==> src/rtl/mips_pkg.sv <==
`default_nettype none
// ==================================================================
// mips_pkg : shared types and constants for the MIPS fetch slice
// Revision : 1.0
// ==================================================================
package mips_pkg;

  localparam int unsigned     XLEN             = 32;
  localparam logic [XLEN-1:0] DEFAULT_RESET_PC = 32'h0000_0000;

  localparam logic [5:0] OPC_J   = 6'b000010;
  localparam logic [5:0] OPC_JAL = 6'b000011;

  typedef enum logic [1:0] {
    IDLE       = 2'd0,
    WAIT       = 2'd1,
    WAIT_FLUSH = 2'd2
  } fetch_state_e;

  typedef struct packed {
    logic [XLEN-1:0] ins;
    logic [XLEN-1:0] pc4;
  } fetch_entry_t;

  function automatic logic is_jump(input logic [XLEN-1:0] word);
    return (word[31:26] == OPC_J) || (word[31:26] == OPC_JAL);
  endfunction

  // Pseudo-direct target: region bits come from the jump's own PC+4.
  function automatic logic [XLEN-1:0] jump_target(input logic [XLEN-1:0] pc4,
                                                  input logic [XLEN-1:0] word);
    return {pc4[31:28], word[25:0], 2'b00};
  endfunction

endpackage
`default_nettype wire

==> src/rtl/ifetch_buf.sv <==
`default_nettype none
// ==================================================================
// ifetch_buf : 2-entry FIFO of {ins, pc4}; flush beats push
// Revision   : 1.0
// ==================================================================
module ifetch_buf
  import mips_pkg::*;
(
  input  logic         clk,
  input  logic         rst_n,
  input  logic         push,
  input  logic         pop,
  input  logic         flush,
  input  fetch_entry_t din,
  output fetch_entry_t head,
  output logic [1:0]   count
);

  fetch_entry_t mem_q [2];
  fetch_entry_t mem_d [2];
  logic         rd_ptr_q, rd_ptr_d;
  logic         wr_ptr_q, wr_ptr_d;
  logic [1:0]   count_q, count_d;
  logic         do_push, do_pop;

  always_comb begin
    do_push  = push && (count_q != 2'd2);
    do_pop   = pop && (count_q != 2'd0);
    mem_d    = mem_q;
    rd_ptr_d = rd_ptr_q;
    wr_ptr_d = wr_ptr_q;
    count_d  = count_q;
    if (flush) begin
      rd_ptr_d = 1'b0;
      wr_ptr_d = 1'b0;
      count_d  = 2'd0;
    end else begin
      if (do_push) begin
        mem_d[wr_ptr_q] = din;
        wr_ptr_d        = ~wr_ptr_q;
      end
      if (do_pop) begin
        rd_ptr_d = ~rd_ptr_q;
      end
      count_d = count_q + {1'b0, do_push} - {1'b0, do_pop};
    end
  end

  always_ff @(posedge clk or negedge rst_n) begin
    if (!rst_n) begin
      for (int i = 0; i < 2; i++) begin
        mem_q[i] <= '0;
      end
      rd_ptr_q <= 1'b0;
      wr_ptr_q <= 1'b0;
      count_q  <= 2'd0;
    end else begin
      mem_q    <= mem_d;
      rd_ptr_q <= rd_ptr_d;
      wr_ptr_q <= wr_ptr_d;
      count_q  <= count_d;
    end
  end

  assign head  = mem_q[rd_ptr_q];
  assign count = count_q;

endmodule
`default_nettype wire

==> src/rtl/ifetch.sv <==
`default_nettype none
// ==================================================================
// ifetch   : MIPS fetch stage - PC, imem req/gnt/ack, decode queue
// Option   : IFETCH_EARLY_JUMP_EN redirects on a pushed j/jal word
// Revision : 1.0
// ==================================================================
module ifetch
  import mips_pkg::*;
#(
  parameter logic [XLEN-1:0] RESET_PC = DEFAULT_RESET_PC
) (
  input  logic            CLK,
  input  logic            RST,
  output logic            Imem_req,
  output logic [XLEN-1:0] Imem_addr,
  input  logic            Imem_gnt,
  input  logic            Imem_ack,
  input  logic [XLEN-1:0] Imem_rdata,
  input  logic            Br_taken,
  input  logic [XLEN-1:0] Br_target,
  output logic [XLEN-1:0] Ins,
  output logic [XLEN-1:0] Pc4,
  output logic            Ins_valid,
  input  logic            ID_ready
);

  fetch_state_e    state_q, state_d;
  logic [XLEN-1:0] pc_q, pc_d;
  logic [XLEN-1:0] fly_pc_q, fly_pc_d;

  logic [XLEN-1:0] fly_pc4;
  logic [XLEN-1:0] fetch_addr;
  logic [XLEN-1:0] ej_target;
  logic            ack_kept, push, pop, ej, can_issue, req_int, grant;
  logic [1:0]      count, count_next;
  fetch_entry_t    buf_din, buf_head;

  always_comb begin
    fly_pc4    = fly_pc_q + 32'd4;
    ack_kept   = Imem_ack && (state_q == WAIT);
    push       = ack_kept && !Br_taken;
    pop        = Ins_valid && ID_ready;
    count_next = count + {1'b0, push} - {1'b0, pop};
`ifdef IFETCH_EARLY_JUMP_EN
    ej         = push && is_jump(Imem_rdata);
    ej_target  = jump_target(fly_pc4, Imem_rdata);
`else
    ej         = 1'b0;
    ej_target  = pc_q;
`endif
    fetch_addr = ej ? ej_target : pc_q;
    // A new request may only leave once the outstanding one has returned.
    can_issue  = (state_q == IDLE) ||
                 (Imem_ack && ((state_q == WAIT) || (state_q == WAIT_FLUSH)));
    req_int    = !Br_taken && can_issue && (count_next < 2'd2);
    grant      = req_int && Imem_gnt;
  end

  always_comb begin
    state_d  = state_q;
    pc_d     = pc_q;
    fly_pc_d = fly_pc_q;
    if (Br_taken) begin
      pc_d = Br_target;
      if (state_q != IDLE) begin
        state_d = Imem_ack ? IDLE : WAIT_FLUSH;
      end
    end else begin
      if (ej) begin
        pc_d = ej_target;
      end
      if (grant) begin
        pc_d     = fetch_addr + 32'd4;
        fly_pc_d = fetch_addr;
        state_d  = WAIT;
      end else if (Imem_ack && (state_q != IDLE)) begin
        state_d = IDLE;
      end
    end
  end

  always_ff @(posedge CLK or negedge RST) begin
    if (!RST) begin
      state_q  <= IDLE;
      pc_q     <= RESET_PC;
      fly_pc_q <= RESET_PC;
    end else begin
      state_q  <= state_d;
      pc_q     <= pc_d;
      fly_pc_q <= fly_pc_d;
    end
  end

  assign buf_din.ins = Imem_rdata;
  assign buf_din.pc4 = fly_pc4;

  ifetch_buf u_buf (
    .clk   (CLK),
    .rst_n (RST),
    .push  (push),
    .pop   (pop),
    .flush (Br_taken),
    .din   (buf_din),
    .head  (buf_head),
    .count (count)
  );

  // Request is forced low while reset is held, independent of state.
  assign Imem_req  = RST && req_int;
  assign Imem_addr = fetch_addr;
  assign Ins_valid = (count != 2'd0);
  assign Ins       = Ins_valid ? buf_head.ins : '0;
  assign Pc4       = Ins_valid ? buf_head.pc4 : '0;

endmodule
`default_nettype wire

==> config.mk <==
export PLATFORM = sky130hd
export DESIGN_NAME = ifetch
export DESIGN_NICKNAME = d
export VERILOG_FILES = /design/src/rtl/mips_pkg.sv /design/src/rtl/ifetch_buf.sv /design/src/rtl/ifetch.sv
export SDC_FILE = /design/constraint.sdc
export NUM_CORES = 1
export LEC_CHECK = 0
export CAP_MARGIN = 20
export CORE_MARGIN = 3
export CORE_UTILIZATION = 49
export DETAILED_ROUTE_END_ITERATION = 10
export PLACE_DENSITY = 0.77
export SYNTH_ARGS = -nofsm -noshare
export SYNTH_HDL_FRONTEND = slang
export SYNTH_HIERARCHICAL = 1
export SYNTH_SLANG_ARGS = --single-unit
==> constraint.sdc <==
create_clock -name CLK -period 2.85 [get_ports CLK]
set_clock_uncertainty 0.05 [all_clocks]
set_input_delay 0.57 -clock CLK [delete_from_list [all_inputs] [get_ports CLK]]
set_output_delay 0.57 -clock CLK [all_outputs]
set_load 0.02 [all_outputs]
==> results.yml <==
logic_synthesis:
  synth_area_um2: 10110
  synth-simple-area-share_pct: 16.87
  synth-xor-area-share_pct: 4.169
  muxShareOfSynthArea_pct: 22.07
  async_flop_share_pct: 100.0
  synth_edf_count: 0
  synth_area_leaders: "dfrtp_1, mux2_2, nand2_1"
  synth_top_family_by_area: "multiplexers"
  netlist_instances: 874
  ys_top_cells_by_count: "dfrtp_1, mux2_2, nand2_1"
  yosysTopAreaCell: "dfrtp_1"
  ys_warn_count: 6
  synth_compound_area_share_pct: 4.206
  ys.flop_type: "dfrtp_1"
  synth_fa_ha_area_share_pct: 0.8659
  synth-seq-cells: 198
  yosysSeqAreaShare_pct: 48.99
  synth_fp_nets: 951
  post-synth-top-count-cell: "dfrtp_1"
  ys_types: 61
  synth_area_per_cell_um2: 11.57
  synth_top_area_share_pct: 48.99
power_and_ir_drop:
  switching_share_pct: 31.64
  power_frac_seq_pct: 46.0
  cellInternalPower_mw: 6.315
  p_sw_mw: 2.923
  cellLeakagePower_nw: 6.622
  total_power_mw: 9.237
  vdd_drop_max_uv: 432.8
  p_per_area_nw_per_um2: 708.7
  combinationalPowerShare_pct: 28.7
  clockPowerShare_pct: 25.3
clock_tree:
  cts_tree: "yes"
  path_clk_slew_ps: 70
  h-tree-depth: 4
  clock_sinks: 198
  clockBufferDepth: 2
  root_buffer: "clkbuf_16"
  clk_latency_ps: 430
  cts_made_buffers: 17
worst_setup_path:
  critical_path_class: "reg2out"
  worstPathArrival_ps: 2310
  cp_max_fo: 2
  critPathCaptureType: "output port"
  worstPathRequired_ps: 2230
  cp-start-kind: "register"
placed_design:
  portBuffers: 167
  gp_congestion: 0.8849
  dpl_cell_area_um2: 12220
  place_ws_ps: -587.3
  post-place-cells: 1298
  post-dp-hpwl_um: 15860
finish:
  fin_util_pct: 65.68
  final_area_um2: 13040
  fin_cells: 1335
  regArea_um2: 4957
  num_antenna_cells: 0
  fillers: 1532
  multi_input_area_um2: 4917
  syn_to_final_growth_pct: 28.87
  layout-drive-gt1-share_pct: 27.94
  nets: 1134
floorplan:
  initial_core_util_pct: 50.97
  die-area_um2: 22400
  die_x_um: 149.7
  rows: 51
  io-pin-count: 168
  coreArea_um2: 19850
  die-height_um: 149.7
run:
  maxCapViolCount: 0
global_routing:
  grt_pass1_vias: 7404
  grt_antenna_before_repair: 0
  grt_pass1_wl_um: 37590
  gr-total-overflow: 0
  grt_usage_pct: 20.81
  grt_max_degree: 66
timing:
  fin_tns_setup_ps: -77.33
  layout_min_cycle_time_ps: 2927
  fmax_mhz: 341.6
  max_slew.worst_pin.slew_ps: 708.7
  finalHoldViolCount: 0
  rsz0062_at_grt: "yes"
  maxSlewViolCount: 0
  fin_ws_ps: -77.33
  holdWs_ps: 278.9
  finalSetupViolCount: 1
  finalCritPeriodShare_pct: 102.7
  slew-limit-headroom_pct: 52.75
route:
  vias: 7246
  wl_per_cell_um: 17.64
  remaining_drc_errors: 0
  drtAntennaViolNets: 0
  routed_via_density: 5.428
  drtIter0Drc: 408
  wirelength_um: 23550
  dr.pass1.iters: 5
hold_path:
  hp-class: "in2async"
run_status:
  violations: "setup timing"
  status: "finished with violations"
==> placed cells by master, fill, tap and decap left out, types with 12 or more instances in the layout <==
master,Yosys,layout
buf_4,2,34
clkdlybuf4s50_1,0,115
dfrtp_1,198,196
nor2_1,14,14
clkbuf_16,0,19
and2_1,66,65
xnor2_1,29,29
nand4_1,14,14
o21ai_0,13,13
nand2_1,144,144
nand3_1,27,27
o311ai_0,12,12
dlymetal6s2s_1,0,49
mux2_2,183,183
inv_1,12,12
==> flip-flops by register name, indices dropped and copies added, names as in the netlist <==
register,cells
Imem_addr,32
fly_pc_q,32
state_q,2
u_buf/count,2
u_buf/rd_ptr_q,1
u_buf/mem_q,128
u_buf/wr_ptr_q,1
==> cells by family (layout without fill, tap and decap cells) <==
kind of cell | count (synthesis) | in the layout
AO/OA/AOI/OAI | 59 | 59
XOR/XNOR | 43 | 43
adder cells (fa/ha/maj) | 7 | 7
buffers and inverters | 57 | 253
flip-flops | 198 | 198
multiplexers | 195 | 195
AND/OR/NAND/NOR | 315 | 315
==> final timing paths <==
| check | from | to | slack, ps | depth (start not counted) |
|---|---|---|---|---|
| min in group CLK | u_buf/mem_q[84] | u_buf/mem_q[84] | 440 | 1 |
| setup reg to reg | u_buf/count[1] | Imem_addr[15] | 220 | 10 |
| setup / recovery | u_buf/count[1] | Imem_req | -80 | 7 |
| hold / removal | RST | u_buf/mem_q[122] | 280 | 2 |
| max in group asynchronous | RST | u_buf/mem_q[10] | 1380 | 3 |
| hold reg to reg | u_buf/mem_q[84] | u_buf/mem_q[84] | 440 | 1 |
==> routing by layer <==
layer  global-route usage [%]  wire, um
met1                    30.09     11220
met2                    32.10     10670
met3                    4.422      1340
met4                    5.535       321
met5                        0         0
==> worst max-delay path, stage by stage, from the launching register on <==
cell,delay [ps]
dfrtp_2,400
or2_4,250
and2_4,150
ha_4,200
and4bb_4,340
xor2_4,90
nor4b_4,260
buf_4,190
==> repair_timing <==
action	CTS	global route
pin swaps	6	3
resized for setup	8	54
gates cloned	0	3
endpoints found under the setup margin	16	66
setup buffers	1	2
hold buffers	0	0
==> cell type report <==
cell class                      count  area share (%)
Clock buffer                       17           3.264
Multi-Input combinational cell    619           37.72
Clock inverter                     15           1.104
Tap cell                          265           2.544
Timing Repair Buffer              209           16.99
Inverter                           12          0.3456
Sequential cell                   198           38.03
==> power groups by stage <==
stage          combinational [mW]  sequential, mW  clock, mW
3_5_place_dp                 2.66            4.28          0
6_report                     2.65            4.25       2.34
2_1_floorplan                1.80            4.16          0
5_1_grt                      2.93            4.37       2.51
4_1_cts                      2.69            4.24       2.38
3_3_place_gp                 2.59            4.23          0
(Power assumes the default switching activity.)
